--- src/rtl/lane_sync_ctrl_pkg.sv ---
// -----------------------------------------------------------------------------
// lane_sync_pkg
// Shared definitions for the lane_sync_ctrl receive sequencing controller:
//   COM_SYM  - comma symbol used for byte alignment
//   state_t  - controller state encoding (SEARCH, SLIP, ACTIVE)
//   CNT_W    - width of every internal counter
// -----------------------------------------------------------------------------
package lane_sync_pkg;

    localparam logic [7:0] COM_SYM = 8'hBC;
    localparam int         CNT_W   = 8;

    typedef enum logic [1:0] {
        SEARCH = 2'd0,
        SLIP   = 2'd1,
        ACTIVE = 2'd2
    } state_t;

endpackage

--- src/rtl/lane_sync_ctrl_sat_counter.sv ---
// -----------------------------------------------------------------------------
// sat_counter
// Up-counter that sticks at its all-ones value instead of wrapping.
// Ports:
//   i_clk    - clock, all logic on its rising edge
//   i_rst_n  - synchronous active-low reset, clears the count
//   i_clr    - synchronous clear (wins over i_inc)
//   i_inc    - increment request
//   o_count  - current count (registered)
// -----------------------------------------------------------------------------
module sat_counter #(
    parameter int WIDTH = 8
) (
    input  logic             i_clk,
    input  logic             i_rst_n,
    input  logic             i_clr,
    input  logic             i_inc,
    output logic [WIDTH-1:0] o_count
);

    localparam logic [WIDTH-1:0] ZERO = {WIDTH{1'b0}};
    localparam logic [WIDTH-1:0] ONE  = WIDTH'(1);
    localparam logic [WIDTH-1:0] MAX  = {WIDTH{1'b1}};

    logic [WIDTH-1:0] r_count;

    // Count register: reset/clear to zero, increment until saturated.
    always_ff @(posedge i_clk) begin
        if (!i_rst_n) begin
            r_count <= ZERO;
        end else if (i_clr) begin
            r_count <= ZERO;
        end else if (i_inc && (r_count != MAX)) begin
            r_count <= r_count + ONE;
        end else begin
            r_count <= r_count;
        end
    end

    assign o_count = r_count;

endmodule

--- src/rtl/lane_sync_ctrl.sv ---
// -----------------------------------------------------------------------------
// lane_sync_ctrl
// Receive-side byte-alignment controller for a serial-to-parallel deserializer.
// Counts consecutive COM symbols to acquire lock, requests bit slips while
// unaligned, forwards non-COM bytes when locked and drops lock on byte-strobe
// loss or forced resync.
// Ports:
//   clk_4f       - byte-rate clock
//   reset        - synchronous active-low reset
//   byte_in      - byte from the deserializer
//   byte_valid   - byte_in carries a new byte
//   force_resync - single-cycle request to drop lock
//   slip_req     - one-cycle bit-slip pulse to the deserializer
//   sync_ok      - high while locked (ACTIVE)
//   data_out     - forwarded data byte
//   data_valid   - data_out valid this cycle
//   slip_cnt     - (LANE_SYNC_STATS_EN only) saturating count of slip pulses
//   loss_cnt     - (LANE_SYNC_STATS_EN only) saturating count of lock losses
// Optional feature macro: LANE_SYNC_STATS_EN
// -----------------------------------------------------------------------------
module lane_sync_ctrl
    import lane_sync_pkg::*;
#(
    parameter int COM_COUNT    = 4,
    parameter int SLIP_TIMEOUT = 16,
    parameter int SLIP_HOLDOFF = 8,
    parameter int LOSS_CYCLES  = 4
) (
    input  logic       clk_4f,
    input  logic       reset,
    input  logic [7:0] byte_in,
    input  logic       byte_valid,
    input  logic       force_resync,
    output logic       slip_req,
    output logic       sync_ok,
    output logic [7:0] data_out,
`ifdef LANE_SYNC_STATS_EN
    output logic [7:0] slip_cnt,
    output logic [7:0] loss_cnt,
`endif
    output logic       data_valid
);

    // Thresholds are compared against the current count, one below the limit,
    // so the event fires on the edge where the count would reach the limit.
    localparam logic [CNT_W-1:0] COM_LAST  = CNT_W'(COM_COUNT - 1);
    localparam logic [CNT_W-1:0] TO_LAST   = CNT_W'(SLIP_TIMEOUT - 1);
    localparam logic [CNT_W-1:0] HO_LAST   = CNT_W'(SLIP_HOLDOFF - 1);
    localparam logic [CNT_W-1:0] LOSS_LAST = CNT_W'(LOSS_CYCLES - 1);

    state_t     r_state;
    logic       r_slip_req;
    logic       r_sync_ok;
    logic [7:0] r_data_out;
    logic       r_data_valid;

    logic [CNT_W-1:0] w_com_cnt;
    logic [CNT_W-1:0] w_tmr;
    logic [CNT_W-1:0] w_hold;
    logic [CNT_W-1:0] w_gap;

    logic w_com;
    logic w_lock;
    logic w_slip;
    logic w_hold_done;
    logic w_loss;

    // State-dependent events derived from the current counts and inputs.
    always_comb begin
        w_com       = byte_valid && (byte_in == COM_SYM);
        w_lock      = 1'b0;
        w_slip      = 1'b0;
        w_hold_done = 1'b0;
        w_loss      = 1'b0;
        case (r_state)
            SEARCH: begin
                w_lock = w_com && (w_com_cnt == COM_LAST);
                // An accepted COM clears the timer, so it pre-empts a slip.
                w_slip = !w_com && (w_tmr == TO_LAST);
            end
            SLIP: begin
                w_hold_done = (w_hold == HO_LAST);
            end
            ACTIVE: begin
                w_loss = !byte_valid && (w_gap == LOSS_LAST);
            end
            default: begin
                w_lock = 1'b0;
            end
        endcase
    end

    logic w_in_search;
    logic w_in_slip;
    logic w_in_active;
    assign w_in_search = (r_state == SEARCH);
    assign w_in_slip   = (r_state == SLIP);
    assign w_in_active = (r_state == ACTIVE);

    // Each counter is held at zero outside the state that owns it, so it
    // always starts from zero when that state is entered.
    logic w_com_clr, w_com_inc, w_tmr_clr, w_tmr_inc;
    logic w_hold_clr, w_hold_inc, w_gap_clr, w_gap_inc;
    assign w_com_clr  = force_resync | !w_in_search | (byte_valid & !w_com) | w_lock | w_slip;
    assign w_com_inc  = w_in_search & w_com;
    assign w_tmr_clr  = force_resync | !w_in_search | w_com | w_slip;
    assign w_tmr_inc  = w_in_search & !w_com;
    assign w_hold_clr = force_resync | !w_in_slip | w_hold_done;
    assign w_hold_inc = w_in_slip;
    assign w_gap_clr  = force_resync | !w_in_active | byte_valid | w_loss;
    assign w_gap_inc  = w_in_active & !byte_valid;

    sat_counter #(.WIDTH(CNT_W)) u_com_cnt (
        .i_clk(clk_4f), .i_rst_n(reset), .i_clr(w_com_clr), .i_inc(w_com_inc), .o_count(w_com_cnt)
    );
    sat_counter #(.WIDTH(CNT_W)) u_slip_tmr (
        .i_clk(clk_4f), .i_rst_n(reset), .i_clr(w_tmr_clr), .i_inc(w_tmr_inc), .o_count(w_tmr)
    );
    sat_counter #(.WIDTH(CNT_W)) u_hold_tmr (
        .i_clk(clk_4f), .i_rst_n(reset), .i_clr(w_hold_clr), .i_inc(w_hold_inc), .o_count(w_hold)
    );
    sat_counter #(.WIDTH(CNT_W)) u_gap_cnt (
        .i_clk(clk_4f), .i_rst_n(reset), .i_clr(w_gap_clr), .i_inc(w_gap_inc), .o_count(w_gap)
    );

`ifdef LANE_SYNC_STATS_EN
    logic w_slip_evt;
    logic w_loss_evt;
    assign w_slip_evt = !force_resync & w_slip;
    assign w_loss_evt = w_in_active & (force_resync | w_loss);

    sat_counter #(.WIDTH(8)) u_slip_stat (
        .i_clk(clk_4f), .i_rst_n(reset), .i_clr(1'b0), .i_inc(w_slip_evt), .o_count(slip_cnt)
    );
    sat_counter #(.WIDTH(8)) u_loss_stat (
        .i_clk(clk_4f), .i_rst_n(reset), .i_clr(1'b0), .i_inc(w_loss_evt), .o_count(loss_cnt)
    );
`endif

    // Controller FSM with registered outputs; force_resync outranks all events.
    always_ff @(posedge clk_4f) begin
        if (!reset) begin
            r_state      <= SEARCH;
            r_slip_req   <= 1'b0;
            r_sync_ok    <= 1'b0;
            r_data_out   <= 8'h00;
            r_data_valid <= 1'b0;
        end else if (force_resync) begin
            r_state      <= SEARCH;
            r_slip_req   <= 1'b0;
            r_sync_ok    <= 1'b0;
            r_data_valid <= 1'b0;
        end else begin
            case (r_state)
                SEARCH: begin
                    r_slip_req   <= 1'b0;
                    r_data_valid <= 1'b0;
                    if (w_lock) begin
                        r_state   <= ACTIVE;
                        r_sync_ok <= 1'b1;
                    end else if (w_slip) begin
                        r_state    <= SLIP;
                        r_slip_req <= 1'b1;
                    end else begin
                        r_state <= SEARCH;
                    end
                end
                SLIP: begin
                    r_slip_req <= 1'b0;
                    if (w_hold_done) begin
                        r_state <= SEARCH;
                    end else begin
                        r_state <= SLIP;
                    end
                end
                ACTIVE: begin
                    if (w_loss) begin
                        r_state      <= SEARCH;
                        r_sync_ok    <= 1'b0;
                        r_data_valid <= 1'b0;
                    end else if (byte_valid && !w_com) begin
                        r_data_out   <= byte_in;
                        r_data_valid <= 1'b1;
                    end else begin
                        // COM while locked is idle fill; data_out keeps its value.
                        r_data_valid <= 1'b0;
                    end
                end
                default: begin
                    r_state      <= SEARCH;
                    r_slip_req   <= 1'b0;
                    r_sync_ok    <= 1'b0;
                    r_data_valid <= 1'b0;
                end
            endcase
        end
    end

    assign slip_req   = r_slip_req;
    assign sync_ok    = r_sync_ok;
    assign data_out   = r_data_out;
    assign data_valid = r_data_valid;

endmodule
--- config.mk ---
export PLATFORM = sky130hd
export DESIGN_NAME = lane_sync_ctrl
export DESIGN_NICKNAME = d
export VERILOG_FILES = /design/src/rtl/lane_sync_ctrl_pkg.sv /design/src/rtl/lane_sync_ctrl_sat_counter.sv /design/src/rtl/lane_sync_ctrl.sv
export SDC_FILE = /design/constraint.sdc
export NUM_CORES = 1
export LEC_CHECK = 0
export ABC_CLOCK_PERIOD_IN_PS = 1900
export BUFFER_PORTS_ARGS = -buffer_cell sky130_fd_sc_hd__buf_4
export CORE_MARGIN = 2
export CORE_UTILIZATION = 50
export DETAILED_ROUTE_END_ITERATION = 8
export PLACE_DENSITY = 0.77
export SLEW_MARGIN = 15
export SYNTH_ARGS = -nofsm -noshare
export SYNTH_HDL_FRONTEND = slang
export SYNTH_SLANG_ARGS = --single-unit
--- constraint.sdc ---
create_clock -name clk_4f -period 1.9 [get_ports clk_4f]
set_input_delay 0.38 -clock clk_4f [delete_from_list [all_inputs] [get_ports clk_4f]]
set_output_delay 0.38 -clock clk_4f [all_outputs]
set_load 0.005 [all_outputs]
==> summary.txt, run 1 <==
Initial Utilization - 0.523
largest cells by area after synthesis - dfxtp_1, nor2_1, xnor2_1
n_diodes - 0
Post-Synthesis Cells - 238
fmax - 569 MHz
placed cell count - 310
Syn Nets - 254
I/O Buffers - 22
crit path time final - 1.76 ns
Psw - 0.350 mW
CP Data Required Time - 2.08 ns
DPL Wire Length - 2840 um
clock buffer depth - 2
RSZ-0062 raised after global routing - false
crit path max fanout - 8
post-synthesis sequential area ratio - 0.428
worst rel slew slack - 0.663
Worst Skew - 0.0128 ns
H-tree depth - 2
total grt overflow - 0
synth warn - 0
Detailed Route WL - 3910 um
part of the power in registers - 0.552
most frequent cells in the layout - dfxtp_1, nor2_1, buf_4, nand2_1, nand3_1
P_int - 1.36 mW
non-filler cells, final - 318
Pre-antenna DRT Iters - 4
clock sink total - 45
Synth Area per Inst - 8.85 um^2
clk_lat worst skew - 0.30 ns
Rows - 23
Post-CTS Resized - 0
Worst-path clk slew - 0.09 ns
Die Area - 0.00475 mm^2
largest net degree at the start of global routing - 16
Worst Setup Start Kind - flop
1st-iter DRT viols - 47
commonest non-fill, non-tap cell in the layout - dfxtp_1
CP endpoint kind - flop
design area - 0.00247 mm^2
leak pwr - 0.847 nW
status - finished, final reports clean
Comb power frac - 0.029
worst-margin pin slew - 0.502 ns
unique cell type count in the Yosys netlist - 37
Sum Neg Setup Slack - 0 ns
first-pass GRT wire length - 6690 um
fin nets - 283
Peak VDD IR - 0.000501 V
vias per cell - 5.48
initial antenna violation count - 0
vias in the first global route - 1560
gp weighted congestion - 0.832
drt wl/cell - 12.3 um
DIE WIDTH - 68.9 um
fin crit share - 0.925
Synth area leader - dfxtp_1
Setup violations, final - 0
DR vias - 1743
I/O pin cnt - 23
dpl cell area - 0.00234 mm^2
register bit total from synthesis - 45
max-cap viol count - 0
CTS tree - built
fill count - 380
top-area cell type share of the netlist area - 0.428
Hold Buf Count CTS - 0
critical path type - reg -> reg
Post-CTS Repair Setup Buffers - 0
Area Growth Syn to Fin - 17.1%
mapped cell area - 0.00211 mm^2
pwr/cell area - 694 mW/mm^2
Die Y - 68.9 um
Critical Path AT - 1.94 ns
share of layout cells above drive strength 1 - 0.168
final hold vios - 0
CTS buffer count - 5
clk root buf - clkbuf_8
DRC Markers - 0
Routed Antenna Nets - 0
Core Region - 0.00403 mm^2
clock share of power - 0.419
Switching Fraction - 0.204
Final Max Tran Viols - 0
Worst Hold Class - in -> reg
All-Layer GR Usage - 0.186
[synth_stat cells (all sizes together)]
| cell type | n |
|---|---|
| nor3b | 3 |
| and2b | 1 |
| nand3 | 18 |
| and3 | 3 |
| a32oi | 1 |
| or3 | 1 |
| nor3 | 13 |
| xnor2 | 16 |
| xor2 | 7 |
| o31a | 1 |
| nor4 | 6 |
| or2 | 1 |
| nor2 | 40 |
| a211oi | 2 |
| nand2 | 19 |
| and4b | 1 |
| mux2i | 9 |
| nor2b | 11 |
| nand4 | 10 |
| inv | 4 |
| nand2b | 1 |
| or4b | 1 |
| dfxtp | 45 |
| buf | 2 |
| a2111oi | 1 |
| and4bb | 1 |
| a21oi | 8 |
| nand4b | 2 |
| o21ai | 6 |
| ha | 4 |
[logic make-up (layout without fill, tap and decap cells)]
kind of cell    count (synthesis)  count (layout)  synth area share
compound gates                 19              19            0.0618
flops                          45              45             0.428
xor+xnor                       23              23            0.0956
fa+ha+maj                       4               4            0.0238
buf+inv                         6              36            0.0119
simple gates                  132             132             0.337
mux                             9               9            0.0428
[sequential cells by signal, indices dropped and copies added, names as in the netlist]
signal	flops
data_out	8
data_valid	1
r_state	2
slip_req	1
sync_ok	1
u_com_cnt.o_count	8
u_gap_cnt.o_count	8
u_hold_tmr.o_count	8
u_slip_tmr.o_count	8
[routing by layer]
| metal | routed length (um) | vias to the layer above | track usage |
|---|---|---|---|
| li1 | - | 894 | - |
| met4 | 59 | 0 | 0.0588 |
| met3 | 108 | 7 | 0.0438 |
| met2 | 1830 | 21 | 0.316 |
| met1 | 1910 | 821 | 0.232 |
| met5 | 0 | - | 0 |
[through the flow]
stage / util / power, mW / hold slack (ns) / setup slack, ns
final: 0.612 / 1.71 / 0.343 / 0.142
after global placement: 0.581 / 1.02 / 0.448 / 0.186
after detailed placement: 0.581 / 1.02 / 0.451 / 0.120
after floorplan: - / 0.987 / 0.453 / 0.275
after global routing: 0.612 / 1.77 / 0.345 / 0.00689
after CTS: 0.609 / 1.73 / 0.341 / 0.0970
[path summary, 6_finish.rpt]
kind / from / endpoint / slack [ns] / cells after the start
hold reg to reg: slip_req$_SDFFE_PP0P_ / slip_req$_SDFFE_PP0P_ / 0.47 / 2
setup reg to reg: u_com_cnt.o_count[1]$_SDFFE_PP0P_ / u_com_cnt.o_count[7]$_SDFFE_PP0P_ / 0.14 / 6
hold / removal: byte_in[6] / data_out[6]$_SDFFE_PN0P_ / 0.34 / 3
setup / recovery: u_com_cnt.o_count[1]$_SDFFE_PP0P_ / u_com_cnt.o_count[7]$_SDFFE_PP0P_ / 0.14 / 6
[worst max-delay path, cell delays in order, from the launching register on]
cell	delay (ns)
dfxtp_1	0.39
ha_2	0.24
or4b_1	0.49
nor4_4	0.19
o21ai_1	0.11
nand3_2	0.16
nor2_1	0.07
[power by group through the flow]
stage	Sequential (mW)	Combinational, mW	Clock, mW
detailed placement	0.969	0.0490	0
global route	0.947	0.0536	0.774
floorplan	0.968	0.0191	0
global placement	0.969	0.0486	0
finish	0.946	0.0490	0.718
CTS	0.946	0.0492	0.736
[cell type report]
class,instances,area (um^2),share of cell area
inverter,4,15.0,0.00609
timing repair buffer,24,180,0.0730
clock inverter,3,46.3,0.0188
tap,50,62.6,0.0254
multi-input combinational,187,1190,0.483
sequential,45,902,0.366
clock buffer,5,68.8,0.0279
Note: power is estimated with default switching activity, not from simulation.
==> inputs of run 2 (changes only) <==
- CELL_PAD_IN_SITES_DETAIL_PLACEMENT: default -> 1
- CELL_PAD_IN_SITES_GLOBAL_PLACEMENT: default -> 2
- CORE_UTILIZATION: 50 -> 35
- PLACE_DENSITY: 0.77 -> 0.84
- SLEW_MARGIN: 15 -> default
==> summary.txt, run 2 (synthesized netlist as in run 1, its figures left out) <==
status - finished, final reports clean
Area Growth Syn to Fin - 17.6%
worst rel slew slack - 0.720
Psw - 0.363 mW
H-tree depth - 2
DIE WIDTH - 81.6 um
Comb power frac - 0.031
P_int - 1.22 mW
total grt overflow - 0
design area - 0.00248 mm^2
max-cap viol count - 0
CP Data Required Time - 2.10 ns
Die Y - 81.6 um
CTS tree - built
Switching Fraction - 0.229
Detailed Route WL - 4690 um
drt wl/cell - 13.6 um
fin crit share - 0.915
Setup violations, final - 0
dpl cell area - 0.00238 mm^2
Die Area - 0.00666 mm^2
final hold vios - 0
leak pwr - 0.842 nW
Initial Utilization - 0.358
All-Layer GR Usage - 0.157
vias per cell - 5.13
clock share of power - 0.373
Sum Neg Setup Slack - 0 ns
Hold Buf Count CTS - 0
critical path type - reg -> reg
share of layout cells above drive strength 1 - 0.175
part of the power in registers - 0.596
clk root buf - clkbuf_8
clock buffer depth - 2
Final Max Tran Viols - 0
Rows - 28
fill count - 720
most frequent cells in the layout - dfxtp_1, nor2_1, buf_4, nand2_1, nand3_1
CP endpoint kind - flop
worst-margin pin slew - 0.416 ns
reg2reg path depth - 6
Worst Skew - 0.00711 ns
Routed Antenna Nets - 0
crit-path cells - ha_2, or4b_1, nor4_4, o21ai_1, nand3_2, nor2_1
Worst Setup Start Kind - flop
vias in the first global route - 1775
Critical Path Max Stage Delay - 0.49 ns
Peak VDD IR - 0.000562 V
WHS Path Cells - 3
fmax - 575 MHz
RSZ-0062 raised after global routing - false
crit path time final - 1.74 ns
clock sink total - 45
gp weighted congestion - 0.754
Worst-path clk slew - 0.09 ns
n_diodes - 0
CTS buffer count - 5
first-pass GRT wire length - 8070 um
Critical-path top delay cell - or4b_1
fin nets - 284
Critical Path AT - 1.93 ns
Worst Hold Class - in -> reg
largest net degree at the start of global routing - 15
Core Region - 0.00589 mm^2
DR vias - 1764
crit path max fanout - 8
DPL Wire Length - 3530 um
1st-iter DRT viols - 48
commonest non-fill, non-tap cell in the layout - dfxtp_1
Pre-antenna DRT Iters - 4
initial antenna violation count - 0
Post-CTS Repair Setup Buffers - 0
pwr/cell area - 640 mW/mm^2
clk_lat worst skew - 0.31 ns
I/O pin cnt - 23
I/O Buffers - 22
DRC Markers - 0
run 2: final timing paths:
path	from	to	slack, ns
setup / recovery	u_com_cnt.o_count[0]$_SDFFE_PP0P_	u_com_cnt.o_count[0]$_SDFFE_PP0P_	0.16
hold / removal	byte_in[3]	data_out[3]$_SDFFE_PN0P_	0.33
setup reg to reg	u_com_cnt.o_count[0]$_SDFFE_PP0P_	u_com_cnt.o_count[0]$_SDFFE_PP0P_	0.16
hold reg to reg	slip_req$_SDFFE_PP0P_	slip_req$_SDFFE_PP0P_	0.48
run 2: critical path, delay by kind of cell (launching register included):
kind	cells	cell delay (ns)
and+or+nand+nor	4	0.93
DFF	1	0.37
adders and majority gates	1	0.22
AOI/OAI and AO/OA	1	0.10
run 2: final cells by class:
type	instances	area [um^2]	share of cell area
multi-input combinational	187	1190	0.481
sequential	45	903	0.364
timing repair buffer	25	188	0.0757
tap	75	93.8	0.0379
clock buffer	5	68.8	0.0278
clock inverter	3	17.5	0.00707
inverter	4	15.0	0.00606
run 2: power groups by stage:
stage	Clock [mW]	Combinational (mW)	Sequential, mW
after detailed placement	0	0.0503	0.969
after global routing	0.656	0.0554	0.947
after floorplan	0	0.0191	0.968
after global placement	0	0.0498	0.969
final	0.592	0.0494	0.946
after CTS	0.623	0.0501	0.947
run 2: stage by stage:
step / util / setup WS [ns] / hold WS [ns] / cells / power (mW)
detailed placement: 0.404 / 0.0960 / 0.475 / 336 / 1.02
global placement: 0.404 / 0.154 / 0.474 / 336 / 1.02
floorplan: - / 0.275 / 0.453 / 238 / 0.987
global route: 0.421 / 0.0300 / 0.352 / 344 / 1.66
CTS: 0.419 / 0.0916 / 0.330 / 344 / 1.62
finish: 0.421 / 0.162 / 0.334 / 344 / 1.59
run 2: timing repair:
item / CTS / global route
endpoints found under the hold margin: 0 / 0
resized for setup: 0 / 4
setup endpoints to repair: 0 / 9
run 2: per-layer routing:
metal  vias to the layer above  track usage  wire length [um]
met5                         -            0                 0
met4                         0       0.0700                85
met3                         7       0.0352               114
met2                        10        0.274              2370
met1                       849        0.183              2120
li1                        898            -                 -
